$ cat src/rtl/duft_pkg.sv
// Shared types and defaults for the scan-dump controller.
package duft_pkg;
  localparam int CHAIN_LEN_DEF = 32;

  typedef enum logic [1:0] {
    ST_IDLE  = 2'd0,
    ST_SHIFT = 2'd1,
    ST_DONE  = 2'd2
  } state_t;
endpackage

$ cat src/rtl/duft_cap_sreg.sv
// Serial-in / parallel-out shift register, LSB-ward shift with MSB entry.
// Used both as the scan capture register and as the load shifter.
module duft_cap_sreg #(
  parameter int WIDTH = 32
) (
  input  logic             clk,
  input  logic             reset,
  input  logic             load,
  input  logic [WIDTH-1:0] load_val,
  input  logic             shift,
  input  logic             din,
  output logic [WIDTH-1:0] q
);

  always_ff @(posedge clk or negedge reset) begin
    if (!reset) begin
      q <= '0;
    end else if (load) begin
      q <= load_val;
    end else if (shift) begin
      q <= {din, q[WIDTH-1:1]};
    end
  end

endmodule

$ cat src/rtl/duft_scan_ctrl.sv
// Scan-dump controller in front of the datapath scan register.
// Optional scan-load path enabled by defining DUFT_SCAN_LOAD_EN.
//
// state    | meaning
// ST_IDLE  | functional pass-through, waiting for a request
// ST_SHIFT | CHAIN_LEN rotate cycles, capturing sout
// ST_DONE  | one cycle, dump_ack with the full capture
module duft_scan_ctrl
  import duft_pkg::*;
#(
  parameter int CHAIN_LEN = CHAIN_LEN_DEF,
  parameter int CNT_W     = 6
) (
  input  logic                 clk,
  input  logic                 reset,
  input  logic                 func_en,
  input  logic                 func_sel,
  input  logic                 dump_req,
  output logic                 busy,
  output logic                 dump_ack,
  output logic [CHAIN_LEN-1:0] dump_data,
  output logic                 sen,
  output logic                 scan_ce,
  output logic                 reg_en,
  output logic                 reg_sel,
  output logic                 sin,
  input  logic                 sout
`ifdef DUFT_SCAN_LOAD_EN
  ,
  input  logic                 load_req,
  input  logic [CHAIN_LEN-1:0] load_data
`endif
);

  state_t               state;
  logic [CNT_W-1:0]     cnt;
  logic [CHAIN_LEN-1:0] cap_q;
  logic [CHAIN_LEN-1:0] dump_q;
  logic                 is_idle;
  logic                 start;
  logic                 last_shift;

  assign is_idle    = (state == ST_IDLE);
  assign last_shift = (state == ST_SHIFT) && (cnt == CNT_W'(CHAIN_LEN - 1));

`ifdef DUFT_SCAN_LOAD_EN
  logic                 loading;
  logic [CHAIN_LEN-1:0] ld_q;

  assign start = is_idle && (dump_req || load_req);
  assign sin   = sen & (loading ? ld_q[0] : sout);

  duft_cap_sreg #(.WIDTH(CHAIN_LEN)) u_load_sreg (
    .clk      (clk),
    .reset    (reset),
    .load     (is_idle && load_req),
    .load_val (load_data),
    .shift    (sen),
    .din      (1'b0),
    .q        (ld_q)
  );

  always_ff @(posedge clk or negedge reset) begin
    if (!reset) begin
      loading <= 1'b0;
    end else if (is_idle) begin
      loading <= load_req;
    end
  end
`else
  assign start = is_idle && dump_req;
  assign sin   = sen & sout;
`endif

  // Reset gates the pass-through so the datapath never sees an enable in reset.
  assign reg_en    = reset & is_idle & func_en;
  assign reg_sel   = reset & is_idle & func_sel;
  assign dump_data = (state == ST_DONE) ? cap_q : dump_q;

  duft_cap_sreg #(.WIDTH(CHAIN_LEN)) u_cap_sreg (
    .clk      (clk),
    .reset    (reset),
    .load     (1'b0),
    .load_val ('0),
    .shift    (sen),
    .din      (sout),
    .q        (cap_q)
  );

  always_ff @(posedge clk or negedge reset) begin
    if (!reset) begin
      state    <= ST_IDLE;
      cnt      <= '0;
      dump_q   <= '0;
      dump_ack <= 1'b0;
      busy     <= 1'b0;
      sen      <= 1'b0;
      scan_ce  <= 1'b0;
    end else begin
      dump_ack <= 1'b0;
      case (state)
        ST_IDLE: begin
          if (start) begin
            state   <= ST_SHIFT;
            cnt     <= '0;
            busy    <= 1'b1;
            sen     <= 1'b1;
            scan_ce <= 1'b1;
          end
        end
        ST_SHIFT: begin
          cnt <= cnt + CNT_W'(1);
          if (last_shift) begin
            state    <= ST_DONE;
            sen      <= 1'b0;
            scan_ce  <= 1'b0;
            dump_ack <= 1'b1;
          end
        end
        ST_DONE: begin
          state  <= ST_IDLE;
          busy   <= 1'b0;
          dump_q <= cap_q;
        end
        default: begin
          state   <= ST_IDLE;
          busy    <= 1'b0;
          sen     <= 1'b0;
          scan_ce <= 1'b0;
        end
      endcase
    end
  end

endmodule

$ cat config.mk
export PLATFORM = sky130hd
export DESIGN_NAME = duft_scan_ctrl
export DESIGN_NICKNAME = d
export VERILOG_FILES = /design/src/rtl/duft_pkg.sv /design/src/rtl/duft_cap_sreg.sv /design/src/rtl/duft_scan_ctrl.sv
export SDC_FILE = /design/constraint.sdc
export NUM_CORES = 1
export LEC_CHECK = 0
export BUFFER_PORTS_ARGS = -buffer_cell sky130_fd_sc_hd__buf_2
export CAP_MARGIN = 40
export CORE_ASPECT_RATIO = 1.75
export CORE_MARGIN = 1
export CORE_UTILIZATION = 45
export DETAILED_ROUTE_END_ITERATION = 12
export PLACE_DENSITY = 0.7
export RECOVER_POWER = 50
export SLEW_MARGIN = 20
export SYNTH_ARGS = -nofsm -noshare
export SYNTH_HDL_FRONTEND = slang
export SYNTH_SLANG_ARGS = --single-unit
$ cat constraint.sdc
create_clock -name clk -period 1.5 [get_ports clk]
set_input_delay 0.15 -clock clk [delete_from_list [all_inputs] [get_ports clk]]
set_output_delay 0.15 -clock clk [all_outputs]
set_load 0.005 [all_outputs]
# After elaboration in Yosys (flattened, before gate mapping)
# Index checks and enable logic that the tools add are counted.
# op_classes
n_addsub	1
n_eq_ne	5
n_mux	12
bitwise	6
n_reduce_logical	8
# ops
operator	count
$mux W32	1
$pmux W6 S2	1
$add A6 B1 Y6 const B	1
$eq A6 B5 Y1 const B	1
$mux W6	1
$reduce_and A2 Y1	3
$and A1 B1 Y1	4
$mux W1	4
$mux W2	2
$pmux W2 S2	1
$pmux W1 S3	1
$reduce_and A3 Y1	1
$eq A2 B1 Y1 const B	1
$eq A2 B2 Y1 const B	1
$logic_and A1 B1 Y1	2
$logic_not A2 Y1	1
$ne A2 B1 Y1 const B	1
$ne A2 B2 Y1 const B	1
$not A1 Y1	2
$pmux W1 S2	1
$reduce_bool A2 Y1	1
# totals
register_bits	75
output_inout_bits	39

# Longest topological paths before layout
# depth
ltp_word	4
mapped_depth	5

# Modules after synthesis
# A second synthesis with hierarchy kept.
# unflattened
hier_cells	259
area_unflattened_um2	3365.7
# by_module_without_submodules
mod	n_inst	cells_each	area_each_um2	seq_area_each_um2
duft_scan_ctrl	1	120	1850.5	1076.0
duft_cap_sreg	1	139	1515.2	800.8

# Worst setup path before layout
# OpenSTA, ideal clock, no wires.
# synth_path
path_kind	reg-to-output
startpoint	register state[0]
endpoint	output dump_data[10]
arrival_ps	1182
required_time_ps	1350
slack_ps	168
stages_incl_launch_ff	6
cell_sequence	dfrtp_1 > clkbuf_8 > nor2b_4 > buf_6 > buf_12 > mux2_4
# synth_between
elab_chain_len	2
# synth_rtl
element	line	text
start, declared	duft_scan_ctrl.sv:35	state_t state;
start signal, assigned	duft_scan_ctrl.sv:92	state <= ST_IDLE;
start signal, assigned	duft_scan_ctrl.sv:104	state <= ST_SHIFT;
start signal, assigned	duft_scan_ctrl.sv:114	state <= ST_DONE;
$eq A2 B2 Y1	duft_scan_ctrl.sv:78	assign dump_data = (state == ST_DONE) ? cap_q : dump_q;
$mux W32	n/a	
end, declared	duft_scan_ctrl.sv:21	output logic [CHAIN_LEN-1:0] dump_data,
# Every way passes these cells.

# Worst setup path in the final report
# layout_path
startpoint	register state[0]
endpoint	output dump_data[17]
# The elaborated chain is that of the path after synthesis.

==> flow_summary.ini <==
[worst_setup_path]
required_ns = 1.35
end_kind = output pin
arrival_ns = 1.62
path_max_fanout = 6
crit_path_start_kind = register
crit_type = reg -> out

[power]
p_per_area_nw_per_um2 = 1330
leakage_nw = 1.85
power.share.sequential = 0.483
power_switching_mw = 1.26
ir_worst_vdd_uv = 875
total_power_mw = 5.34
sw_frac_of_total = 0.236
pwr-share-clk = 0.398
comb_power_share = 0.119
p_int_mw = 4.08

[global_routing]
grt_max_degree = 76
grtUsageTotal = 0.172
grt_pass1_vias = 1845
grt_overflow = 0
antenna_found_initial = 0
grt_pass1_wl_mm = 9.03

[sta]
relSlewSlack = 0.375
finClkSkew_ns = 0.00295
setup_ws_ns = -0.274
finalHoldViolCount = 0
finalCritPeriodShare = 1.18
rsz0062_at_grt = true
setup-violations-final = 33
max_freq_mhz = 564
fin_hold_ws_ns = 0.121
min_period_ns = 1.77
worst_pin_slew_ns = 0.937
slew_viol_final = 0

[synthesis]
netlist_area_um2 = 3080
synth_cell_type_count = 30
syn_area_per_cell_um2 = 16.6
synth_cells = 186
synth-seq-cells = 75
yosysWarnings = 0
synth_nets = 193
yosysSeqAreaShare = 0.610

[detailed_routing]
vias = 1705
routedWlPerCell_um = 15.5
dr.first_iter.drc_count = 66
drc = 0
finalWirelength_mm = 5.30
viasPerCell = 4.97
first_pass_iters = 4
ant_nets = 0

[cts]
max-clock-path-buffers = 2
cts_root_buffer = clkbuf_16
cts_max_level = 3
path_clk_slew_ns = 0.05
cts_made_buffers = 9
clk_latency_ns = 0.33
cts_num_sinks = 75
tritoncts = yes

[layout]
diodes = 0
layout_common_cells = 75 x dfrtp_1, 34 x mux2_2, 30 x mux2_4
drive_gt1_frac = 0.590
mostFrequentLayoutCell = dfrtp_1
final_area_um2 = 4020
fin_nets = 263
area_delta_synth_final_pct = 30.6
nFillCells = 510
final_util = 0.610

[status]
status = finished with violations
violations = negative setup slack

[job]
maxCapViolations = 0

[floorplanning]
die_area_um2 = 7190
die_w_um = 64.5
chipHeight_um = 111
rows = 39
start_util = 0.467
coreArea_um2 = 6590
io_pins = 45

[placed_design]
dpl-instance-area_um2 = 3390
dp_hpwl_mm = 3.20
place_ws_ns = 0.0294
port_buffers = 44
gp_congestion = 0.736

[min_path]
min_path_type = in -> reg
## per-layer routing
metal	global-route usage	routed length, um	share of wire	vias up
li1	-	-	-	796
met1	0.213	2310	0.44	859
met2	0.261	2640	0.50	36
met3	0.0359	154	0.029	14
met4	0.126	204	0.038	0
met5	0	0	0	-
## kinds of logic (layout without fill, tap and decap cells)
family,Yosys count,count (layout),synth area share
compound gates,13,13,0.0305
fa+ha+maj,1,1,0.00406
buf+inv,14,89,0.0435
flops,75,75,0.610
mux,64,64,0.271
simple gates,19,19,0.0419
## timing repair
item / 4_1_cts / 5_1_grt
hold buffers: 1 / 0
pin swaps: 0 / 0
cloned: 2 / 0
hold endpoints to repair: 75 / 0
setup buffers: 13 / 5
resized for setup: 31 / 5
endpoints found under the setup margin: 32 / 35
## final cells by class
type | instances | area, um^2 | area share
timing repair buffer | 70 | 646 | 0.161
sequential | 75 | 1880 | 0.467
clock inverter | 6 | 63.8 | 0.0159
multi-input combinational | 97 | 1080 | 0.269
clock buffer | 10 | 239 | 0.0594
tap | 82 | 103 | 0.0255
inverter | 3 | 11.3 | 0.00280
## state kept, by name (all words and copies together) (netlist names)
name and flops:
state 2, u_cap_sreg.q 32, dump_q 32, busy 1, scan_ce 1, dump_ack 1
cnt 6
## synth_stat cells
library cell / count / area [um^2]
a21o_1: 1 / 7.51
clkbuf_1: 1 / 3.75
and3b_2: 2 / 20.0
mux2_4: 30 / 450
buf_12: 3 / 60.1
buf_4: 1 / 7.51
and2_1: 1 / 6.26
nand2b_1: 1 / 6.26
nor2b_4: 1 / 13.8
o41ai_1: 1 / 8.76
mux2_2: 34 / 383
or3b_4: 1 / 11.3
o311ai_0: 3 / 26.3
o21bai_1: 1 / 7.51
o31ai_1: 1 / 7.51
nand2b_4: 1 / 13.8
inv_1: 3 / 11.3
and3_1: 2 / 12.5
buf_2: 3 / 15.0
a22o_1: 1 / 8.76
nand2_1: 4 / 15.0
dfrtp_1: 75 / 1880
nand3_1: 3 / 15.0
nor3b_1: 1 / 7.51
o21ai_0: 4 / 20.0
clkbuf_8: 1 / 13.8
o211ai_1: 1 / 7.51
nor2_1: 2 / 7.51
buf_6: 2 / 22.5
ha_1: 1 / 12.5
## metrics by stage
step                setup TNS [ns]  std cells
CTS                          -8.31        341
global placement                 0        309
finish                       -7.74        343
detailed placement               0        309
floorplan                        0        186
global route                -12.13        343
## worst paths after layout
path                            start               end  slack [ns]  cells after the start
max                          state[0]     dump_data[17]       -0.27                      5
max in group asynchronous       reset   u_cap_sreg.q[0]        0.20                      3
min reg2reg                dump_q[27]        dump_q[27]        0.49                      1
min                              sout  u_cap_sreg.q[31]        0.12                      3
max reg2reg                  state[0]        dump_q[17]        0.01                      6
min in group asynchronous       reset         dump_q[6]        0.67                      3
## power groups by stage
stage | clock network, mW | registers, mW | logic [mW]
finish | 2.12 | 2.58 | 0.638
global route | 2.25 | 2.62 | 0.715
CTS | 2.19 | 2.58 | 0.643
detailed placement | 0 | 2.61 | 0.572
global placement | 0 | 2.60 | 0.546
floorplan | 0 | 2.53 | 0.422
## worst max-delay path: stages, from the launching register on
cell and delay (ns):
dfrtp_1 0.40, nor2b_4 0.15, buf_6 0.15, buf_8 0.14
mux2_4 0.32, buf_6 0.12
(Power assumes the default switching activity.)
